`src/rtl/qos_sched_pkg.sv`:
```
// ---------------------------------------------------------------------------
// qos_sched_pkg
// Shared definitions for the TS QoS source scheduler:
//   - TS packet length and stream count / index width
//   - scheduler FSM state encoding (as seen on sched_state)
// ---------------------------------------------------------------------------
package qos_sched_pkg;

    localparam int TS_PKT_LEN = 188;
    localparam int N_STREAMS  = 4;
    localparam int IDX_W      = 2;

    typedef enum logic [1:0] {
        ST_NO_SRC = 2'd0,
        ST_ARM    = 2'd1,
        ST_LOCKED = 2'd2
    } sched_state_t;

endpackage

```
`src/rtl/ts_stream_health.sv`:
```
// ---------------------------------------------------------------------------
// ts_stream_health
// Health tracker for one TS stream.
//   - sync cadence timer: cleared on every packet start, saturates at TIMEOUT;
//     the stream is alive while the timer is below TIMEOUT
//   - loss counting over windows of WIN_PKTS packets; the error total of the
//     last completed window is kept in r_err_last
//   - healthy = alive & (last-window errors < cfg_err_thresh), registered
// Ports:
//   clk, rst_n        clock, async active-low reset
//   valid, sync       byte valid and packet-start strobe (sync counts only
//                     when valid is also high)
//   loss_pulse        one-cycle pulse per detected lost packet
//   cfg_err_thresh    unhealthy when last-window errors >= this value
//   healthy           registered health flag
// ---------------------------------------------------------------------------
module ts_stream_health
    import qos_sched_pkg::*;
#(
    parameter int ERR_W    = 8,
    parameter int WIN_PKTS = 64,
    parameter int TIMEOUT  = 10 * TS_PKT_LEN
) (
    input  logic             clk,
    input  logic             rst_n,
    input  logic             valid,
    input  logic             sync,
    input  logic             loss_pulse,
    input  logic [ERR_W-1:0] cfg_err_thresh,
    output logic             healthy
);

    localparam int TMR_W = $clog2(TIMEOUT + 1);
    localparam int PKT_W = (WIN_PKTS > 1) ? $clog2(WIN_PKTS) : 1;
    localparam logic [TMR_W-1:0] TMR_MAX  = TMR_W'(TIMEOUT);
    localparam logic [PKT_W-1:0] PKT_LAST = PKT_W'(WIN_PKTS - 1);
    localparam logic [ERR_W-1:0] ERR_MAX  = '1;

    logic [TMR_W-1:0] r_timer;
    logic [PKT_W-1:0] r_pkt_cnt;
    logic [ERR_W-1:0] r_err_cnt;
    logic [ERR_W-1:0] r_err_last;
    logic             r_healthy;

    logic             w_pkt;
    logic             w_alive;
    logic [ERR_W-1:0] w_err_inc;

    assign w_pkt   = sync & valid;
    assign w_alive = (r_timer < TMR_MAX);

    // Error count including this cycle's loss pulse, so a loss landing on the
    // window-closing packet is still charged to the closing window.
    assign w_err_inc = (loss_pulse && (r_err_cnt != ERR_MAX)) ? r_err_cnt + 1'b1 : r_err_cnt;

    always_ff @(posedge clk or negedge rst_n) begin
        if (!rst_n) begin
            r_timer    <= TMR_MAX;
            r_pkt_cnt  <= '0;
            r_err_cnt  <= '0;
            r_err_last <= '0;
            r_healthy  <= 1'b0;
        end else begin
            if (w_pkt) begin
                r_timer <= '0;
            end else if (r_timer != TMR_MAX) begin
                r_timer <= r_timer + 1'b1;
            end

            if (w_pkt && (r_pkt_cnt == PKT_LAST)) begin
                r_err_last <= w_err_inc;
                r_err_cnt  <= '0;
                r_pkt_cnt  <= '0;
            end else begin
                r_err_cnt <= w_err_inc;
                if (w_pkt) begin
                    r_pkt_cnt <= r_pkt_cnt + 1'b1;
                end
            end

            r_healthy <= w_alive && (r_err_last < cfg_err_thresh);
        end
    end

    assign healthy = r_healthy;

endmodule

```
`src/rtl/ts_source_scheduler.sv`:
```
// ---------------------------------------------------------------------------
// ts_source_scheduler
// Packet-aligned source selector for four TS streams. Tracks per-stream
// health, picks a candidate (auto: lowest-index healthy stream; manual:
// cfg_manual_sel) and only moves the output mux on a packet start of the
// target stream, so no packet is ever truncated.
// Ports:
//   clk, rst_n          clock, async active-low reset
//   valid[3:0]          per-stream byte valid
//   sync[3:0]           per-stream packet start; a packet start is
//                       sync[i] & valid[i] in the same cycle, sync alone is
//                       ignored
//   loss_pulse[3:0]     per-stream lost-packet pulses
//   cfg_auto            1 = priority failover, 0 = manual
//   cfg_manual_sel      stream forced in manual mode
//   cfg_err_thresh      per-window error threshold for health
//   mux_control         committed stream index
//   sel_valid           mux_control carries a usable stream
//   switch_pulse        one cycle per commit
//   healthy[3:0]        per-stream health flags
//   sched_state         FSM state (0 NO_SRC, 1 ARM, 2 LOCKED)
//   switch_count        commits since reset, saturating
// ---------------------------------------------------------------------------
module ts_source_scheduler
    import qos_sched_pkg::*;
#(
    parameter int ERR_W        = 8,
    parameter int WIN_PKTS     = 64,
    parameter int TIMEOUT      = 10 * TS_PKT_LEN,
    parameter int HOLDOFF_PKTS = 4
) (
    input  logic                 clk,
    input  logic                 rst_n,
    input  logic [N_STREAMS-1:0] valid,
    input  logic [N_STREAMS-1:0] sync,
    input  logic [N_STREAMS-1:0] loss_pulse,
    input  logic                 cfg_auto,
    input  logic [IDX_W-1:0]     cfg_manual_sel,
    input  logic [ERR_W-1:0]     cfg_err_thresh,
    output logic [IDX_W-1:0]     mux_control,
    output logic                 sel_valid,
    output logic                 switch_pulse,
    output logic [N_STREAMS-1:0] healthy,
    output logic [1:0]           sched_state,
    output logic [15:0]          switch_count
);

    localparam int HOLD_W = $clog2(HOLDOFF_PKTS + 1);
    localparam logic [HOLD_W-1:0] HOLD_INIT = HOLD_W'(HOLDOFF_PKTS);

    sched_state_t       r_state,  w_state_nx;
    logic [IDX_W-1:0]   r_mux,    w_mux_nx;
    logic [IDX_W-1:0]   r_target, w_target_nx;
    logic               r_keep_old, w_keep_nx;
    logic [HOLD_W-1:0]  r_holdoff, w_hold_nx;
    logic               r_switch_pulse;
    logic [15:0]        r_switch_count;

    logic [N_STREAMS-1:0] w_healthy;
    logic [N_STREAMS-1:0] w_pkt;
    logic                 w_cand_ok;
    logic [IDX_W-1:0]     w_cand;
    logic                 w_commit;
    logic                 w_sel_valid;

    for (genvar gi = 0; gi < N_STREAMS; gi++) begin : g_health
        ts_stream_health #(
            .ERR_W    (ERR_W),
            .WIN_PKTS (WIN_PKTS),
            .TIMEOUT  (TIMEOUT)
        ) u_health (
            .clk            (clk),
            .rst_n          (rst_n),
            .valid          (valid[gi]),
            .sync           (sync[gi]),
            .loss_pulse     (loss_pulse[gi]),
            .cfg_err_thresh (cfg_err_thresh),
            .healthy        (w_healthy[gi])
        );
    end

    assign w_pkt = sync & valid;

    // Candidate: downward scan so the lowest healthy index wins.
    always_comb begin
        w_cand_ok = 1'b0;
        w_cand    = '0;
        if (cfg_auto) begin
            for (int i = N_STREAMS - 1; i >= 0; i--) begin
                if (w_healthy[i]) begin
                    w_cand_ok = 1'b1;
                    w_cand    = IDX_W'(i);
                end
            end
        end else begin
            w_cand_ok = 1'b1;
            w_cand    = cfg_manual_sel;
        end
    end

    always_comb begin
        w_state_nx  = r_state;
        w_mux_nx    = r_mux;
        w_target_nx = r_target;
        w_keep_nx   = r_keep_old;
        w_hold_nx   = r_holdoff;
        w_commit    = 1'b0;
        w_sel_valid = 1'b0;
        case (r_state)
            ST_NO_SRC: begin
                if (w_cand_ok) begin
                    w_target_nx = w_cand;
                    w_keep_nx   = 1'b0;
                    w_state_nx  = ST_ARM;
                end
            end
            ST_ARM: begin
                // While re-arming from a locked stream, keep flagging the old
                // stream as usable as long as it still is.
                w_sel_valid = r_keep_old & (cfg_auto ? w_healthy[r_mux] : 1'b1);
                if (!w_cand_ok) begin
                    w_state_nx = ST_NO_SRC;
                end else if (w_pkt[r_target]) begin
                    // The registered target commits even if the candidate
                    // moves in this same cycle.
                    w_commit   = 1'b1;
                    w_mux_nx   = r_target;
                    w_hold_nx  = HOLD_INIT;
                    w_state_nx = ST_LOCKED;
                end else begin
                    w_target_nx = w_cand;
                end
            end
            ST_LOCKED: begin
                w_sel_valid = 1'b1;
                if (w_pkt[r_mux] && (r_holdoff != '0)) begin
                    w_hold_nx = r_holdoff - 1'b1;
                end
                if (cfg_auto) begin
                    if (!w_healthy[r_mux]) begin
                        w_target_nx = w_cand;
                        w_keep_nx   = 1'b0;
                        w_state_nx  = ST_ARM;
                    end else if ((w_cand != r_mux) && (r_holdoff == '0)) begin
                        w_target_nx = w_cand;
                        w_keep_nx   = 1'b1;
                        w_state_nx  = ST_ARM;
                    end
                end else if (cfg_manual_sel != r_mux) begin
                    w_target_nx = cfg_manual_sel;
                    w_keep_nx   = 1'b1;
                    w_state_nx  = ST_ARM;
                end
            end
            default: begin
                w_state_nx = ST_NO_SRC;
            end
        endcase
    end

    always_ff @(posedge clk or negedge rst_n) begin
        if (!rst_n) begin
            r_state        <= ST_NO_SRC;
            r_mux          <= '0;
            r_target       <= '0;
            r_keep_old     <= 1'b0;
            r_holdoff      <= '0;
            r_switch_pulse <= 1'b0;
            r_switch_count <= '0;
        end else begin
            r_state        <= w_state_nx;
            r_mux          <= w_mux_nx;
            r_target       <= w_target_nx;
            r_keep_old     <= w_keep_nx;
            r_holdoff      <= w_hold_nx;
            r_switch_pulse <= w_commit;
            if (w_commit && (r_switch_count != 16'hFFFF)) begin
                r_switch_count <= r_switch_count + 16'd1;
            end
        end
    end

    assign mux_control  = r_mux;
    assign sel_valid    = w_sel_valid;
    assign switch_pulse = r_switch_pulse;
    assign healthy      = w_healthy;
    assign sched_state  = r_state;
    assign switch_count = r_switch_count;

endmodule

```
`config.mk`:
```
export PLATFORM = sky130hd
export DESIGN_NAME = ts_source_scheduler
export DESIGN_NICKNAME = d
export VERILOG_FILES = /design/src/rtl/qos_sched_pkg.sv /design/src/rtl/ts_stream_health.sv /design/src/rtl/ts_source_scheduler.sv
export SDC_FILE = /design/constraint.sdc
export NUM_CORES = 1
export LEC_CHECK = 0
export CAP_MARGIN = 20
export CORE_ASPECT_RATIO = 0.9
export CORE_MARGIN = 2
export CORE_UTILIZATION = 50
export CTS_CLUSTER_SIZE = 25
export DETAILED_ROUTE_END_ITERATION = 10
export PLACE_DENSITY = 0.74
export RECOVER_POWER = 50
export SLEW_MARGIN = 20
export SYNTH_ARGS = -nofsm -noshare
export SYNTH_HDL_FRONTEND = slang
export SYNTH_SLANG_ARGS = --single-unit
```
`constraint.sdc`:
```
create_clock -name clk -period 3.7 [get_ports clk]
set_input_delay 1.11 -clock clk [delete_from_list [all_inputs] [get_ports clk]]
set_output_delay 1.11 -clock clk [all_outputs]
set_load 0.01 [all_outputs]
```
==> results.md <==
- The clock transition at the registers of the reported paths is 0.06 ns.
- The number of setup violations in the final report is 0.
- The die is 141 um wide.
- The wire-length estimate of the detail-placed layout is 11400 um.
- The floorplan has 45 rows.
- The netlist area before placement is 0.00844 mm2.
- The transition time at the pin with the least slew margin is roughly 1.5 ns.
- The hold violation total from the final report was 0.
- The worst min-delay path category is reg -> reg.
- The first global-routing pass estimated 27800 um of wire.
- The routed metal-1 wire length is 7850 um.
- The startpoint of the most critical register-to-register path is g_health[1].u_health.healthy.
- In the layout the commonest cells are 139 x sky130_fd_sc_hd__dfrtp_1, 105 x sky130_fd_sc_hd__nor2_1, 73 x sky130_fd_sc_hd__nand2_1.
- In this run the number of cells on the critical path is 5.
- The startpoint of the most critical setup path is cfg_auto.
- The repair_antennas step left the layout with diodes totalling 0.
- The number of port buffers is 50.
- In this run, flip-flops and latches consume 45.7% of the power.
- The final layout contains 971 nets.
- The floorplan step set the die height to between 100 and 150 um.
- Entering global routing, the biggest net connects 61 pins.
- The clock network is responsible for roughly a third of the overall power.
- For this design, the sink count on the clock tree is 163.
- Across the routed clock network, the largest skew measured is 0.00777 ns.
- The shortest clock period the worst path allows after layout is 3.49 ns.
- The number of global-route vias before repair is 5824.
- The initial utilization of the core area, before any placement, comes to 50.5%.
- Summing the sequential cell areas from Yosys gives 48.7% of the chip area.
- The number of slew-limit violations in the final report is 61.
- STA classifies the critical path startpoint as an input pin.
- The worst register-to-register path has a depth of 8.
- The number of nets produced by synthesis is a little over 900.
- The largest single stage delay on the critical path is 0.54 ns.
- The routed design uses 699 um of met3 wire.
- After clock tree synthesis, the setup repair step added 0 buffers.
- The combinational share of power is 22.8%.
- The final weighted congestion in routability-driven placement is 0.848.
- The run finished, with violations left.
- The number of warnings printed during yosys synthesis is 0.
- The cell family contributing the most delay on the critical path is buffers and inverters.
- IR analysis of the VDD net gives a maximum drop of around 0.42 mV.
- Setup repair after global routing left no endpoint under its margin.
- The aggregate negative setup slack is 0 ns.
- The most frequently used flop master after synthesis is sky130_fd_sc_hd__dfrtp_1.
- For this design the ratio of total power to cell area is 585 mW/mm2.
- The buffering stage count on the worst path with inverters included is 2.
- The signal on the critical path passes through clkdlybuf4s50_1 -> nand2b_1 -> a31oi_1 -> nor2b_1 -> clkdlybuf4s50_1.
- The post-layout total power is 0.00569 W.
- The final cycle utilization of the critical path is a little over nine tenths.
- The synthesized area per cell is 10.0 um2.
- The total vias in the final route is 6099.
- The total overflow left after global routing is 0.
- The CTS root buffer is sky130_fd_sc_hd__clkbuf_16.
- At the later pin of the worst-skew pair, clock insertion delay measures roughly 0.42 ns.
- Counting flops with a built-in enable in the synthesized netlist gives 0.
- The library cell used most frequently in the layout, excluding fill and tap cells, is sky130_fd_sc_hd__dfrtp_1.
- The layout-stage area growth over the synthesis result is 15.3%.
- The depth of the worst hold-timing path is 2.
- In this run the top signal layer used is met4.
- The cell repeated most along the worst path is sky130_fd_sc_hd__clkdlybuf4s50_1.
- The first detailed-routing pass ran for 7 iterations.
- The number of antenna-violating nets in the routed design is 0.
- The fill cell total of the finished layout is 1382.
- For this design the static power due to leakage is approximately 4.3 nW.
- STA puts the critical path data required time at roughly 2.6 ns.
- Detailed routing placed a total of 7540 um of wire on met2.
- The floorplan step defined a core boundary enclosing 0.0167 mm2.
- Max-cap violations in this run came to 1.
- The vias per cell is 5.46.
- The routed design has 16200 um of wire.
- The switching component of the power is 0.00186 W.
- The worst pin sits at a relative slew slack of -1.48%.
- The remaining routing DRC violations is 0.
- Derived from the worst setup path, the maximum achievable clock frequency is 0.286 GHz.
- Across all hold checks on the routed design, the worst slack comes to roughly 0.48 ns.
- During I/O placement, the number of pins put on the boundary was 51.
- The fraction of layout cells with a size suffix above 1 is a little under a tenth.
- The CTS tree is built.
- After synthesis, the share of flip-flops with an asynchronous set or reset is 100%.
- In this run the most critical hold path is launched from g_health[2].u_health.r_err_last[0].
- In the synthesized netlist, the number of instances is roughly 840.
- The post-cts gate resize count is 0.
- The initial antenna violation count is 0.
- After synthesis the netlist holds a flip-flop and latch count of 163.
- Dividing the detail-routed wire length by the instance count gives roughly 15 um.
- The endpoint kind of the worst setup timing path is an output port.
- The global-route total usage across every layer is 19.1%.
- In this run the number of H-tree levels came out at 4.
- The utilization after layout is 58.2%.
- The critical path arrival is 2.38 ns.
- The distinct cell type count of the synthesized netlist is 55.
- The net switching share of the total power is 32.6%.
- The longest clock path from root to sink contains 2 buffers.
- The critical path is of the in -> out type.
- The die covers approximately 0.018 mm2.
- For this block, the initial DRC count from the detailed router was 286.
- The number of hold buffers added after CTS was 0.
- Internal power comes to between 0.003 and 0.004 W.
- The largest fanout of any net on the critical path is 2.
- The checks that failed: capacitance limit, slew limit.
- Buffers inserted during clock tree synthesis total 17.
- The slowest stage of the critical path belongs to the cell sky130_fd_sc_hd__clkdlybuf4s50_1.
cell usage after synthesis (all sizes together), types with 2 or more instances:
cell     instances  share of area (%)
nand4           38                2.8
mux2             8                1.1
nand3           46                2.7
nand2           73                3.2
o21ai           56                3.4
o2111ai          4               0.42
nor4             3               0.22
dfstp           24                7.5
o211ai           3               0.33
ha              52                7.7
nor4b            2               0.21
a21o             4               0.36
and4             9               0.93
a21oi           26                1.6
and2            13               0.96
mux2i           18                2.1
nand3b           3               0.27
buf             10               0.80
a21boi           2               0.18
nor2b           10               0.74
inv             35                1.6
or3              2               0.15
o221ai           2               0.21
a41oi            2               0.21
nand2b          13               0.96
a2111oi          3               0.31
nor3             8               0.47
dfrtp          139                 41
and3            11               0.82
mux4             3               0.80
a31oi            3               0.22
nor2           106                4.7
xor2            46                4.8
clkbuf          15               0.67
xnor2           37                3.8
o21a             3               0.27
worst reg2reg max path, delay by kind of cell (launching register included):
family                 cells  cell delay (ns)
AND/OR/NAND/NOR            3             0.79
flip-flops                 1             0.42
AO/OA/AOI/OAI              2             0.41
buffers and inverters      2             0.29
XOR/XNOR                   1             0.16
metrics by stage:
step                      instances  area [um2]  worst slack, ns
after floorplan                 841        8440             1.00
after global placement         1086        9160            0.208
after detailed placement       1086        9160            0.201
after CTS                      1118        9770            0.195
after global routing           1118        9730            0.125
final                          1118        9730            0.207
final timing paths:
check                                                     end  slack [ns]
setup / recovery                                    sel_valid        0.21
hold / removal             g_health[2].u_health.r_err_last[0]        0.48
setup reg to reg                              switch_count[4]        1.51
hold reg to reg            g_health[2].u_health.r_err_last[0]        0.48
max in group asynchronous  g_health[3].u_health.r_err_last[0]        0.72
min in group asynchronous                        r_holdoff[1]        1.05
kinds of logic (layout without fill, tap and decap cells):
kind of cell	Yosys count	count (layout)	synth area share, %
buf+inv	60	126	3.02
compound gates	115	115	8.47
simple gates	339	339	19.4
flops	163	163	48.7
fa+ha+maj	52	52	7.71
mux	29	29	4.05
xor+xnor	83	83	8.62
cell type report:
| class | instances | area [um2] | area share [%] |
|---|---|---|---|
| clock buffers | 18 | 439 | 4.51 |
| clock inverters | 14 | 166 | 1.71 |
| inverters | 35 | 131 | 1.35 |
| multi-input cells | 618 | 4070 | 41.9 |
| flip-flops and latches | 163 | 4110 | 42.2 |
| well taps | 211 | 264 | 2.71 |
| repair buffers | 59 | 548 | 5.63 |
registers in the layout, summed over array words and instances, names as in the netlist:
name	cells
g_health.u_health.r_timer	44
g_health.u_health.r_err_cnt	32
g_health.u_health.r_err_last	32
g_health.u_health.r_pkt_cnt	24
switch_count	16
g_health.u_health.healthy	4
r_holdoff	3
mux_control	2
r_target	2
sched_state	2
r_keep_old	1
switch_pulse	1
power groups by stage:
stage | Combinational [W] | Clock [W] | Sequential [W]
after floorplan | 0.000936 | 0 | 0.00255
after global placement | 0.00126 | 0 | 0.00262
after detailed placement | 0.00131 | 0 | 0.00263
after CTS | 0.00132 | 0.00182 | 0.00261
after global routing | 0.00148 | 0.00190 | 0.00268
final | 0.00130 | 0.00179 | 0.00260
per-layer routing:
layer | up-vias | GRT usage (%)
met1 | 2933 | 26.8
met2 | 117 | 30.6
met3 | 14 | 4.46
li1 | 3035 | -
met4 | 0 | 4.29
met5 | - | 0
Note: power is estimated with default switching activity, not from simulation.
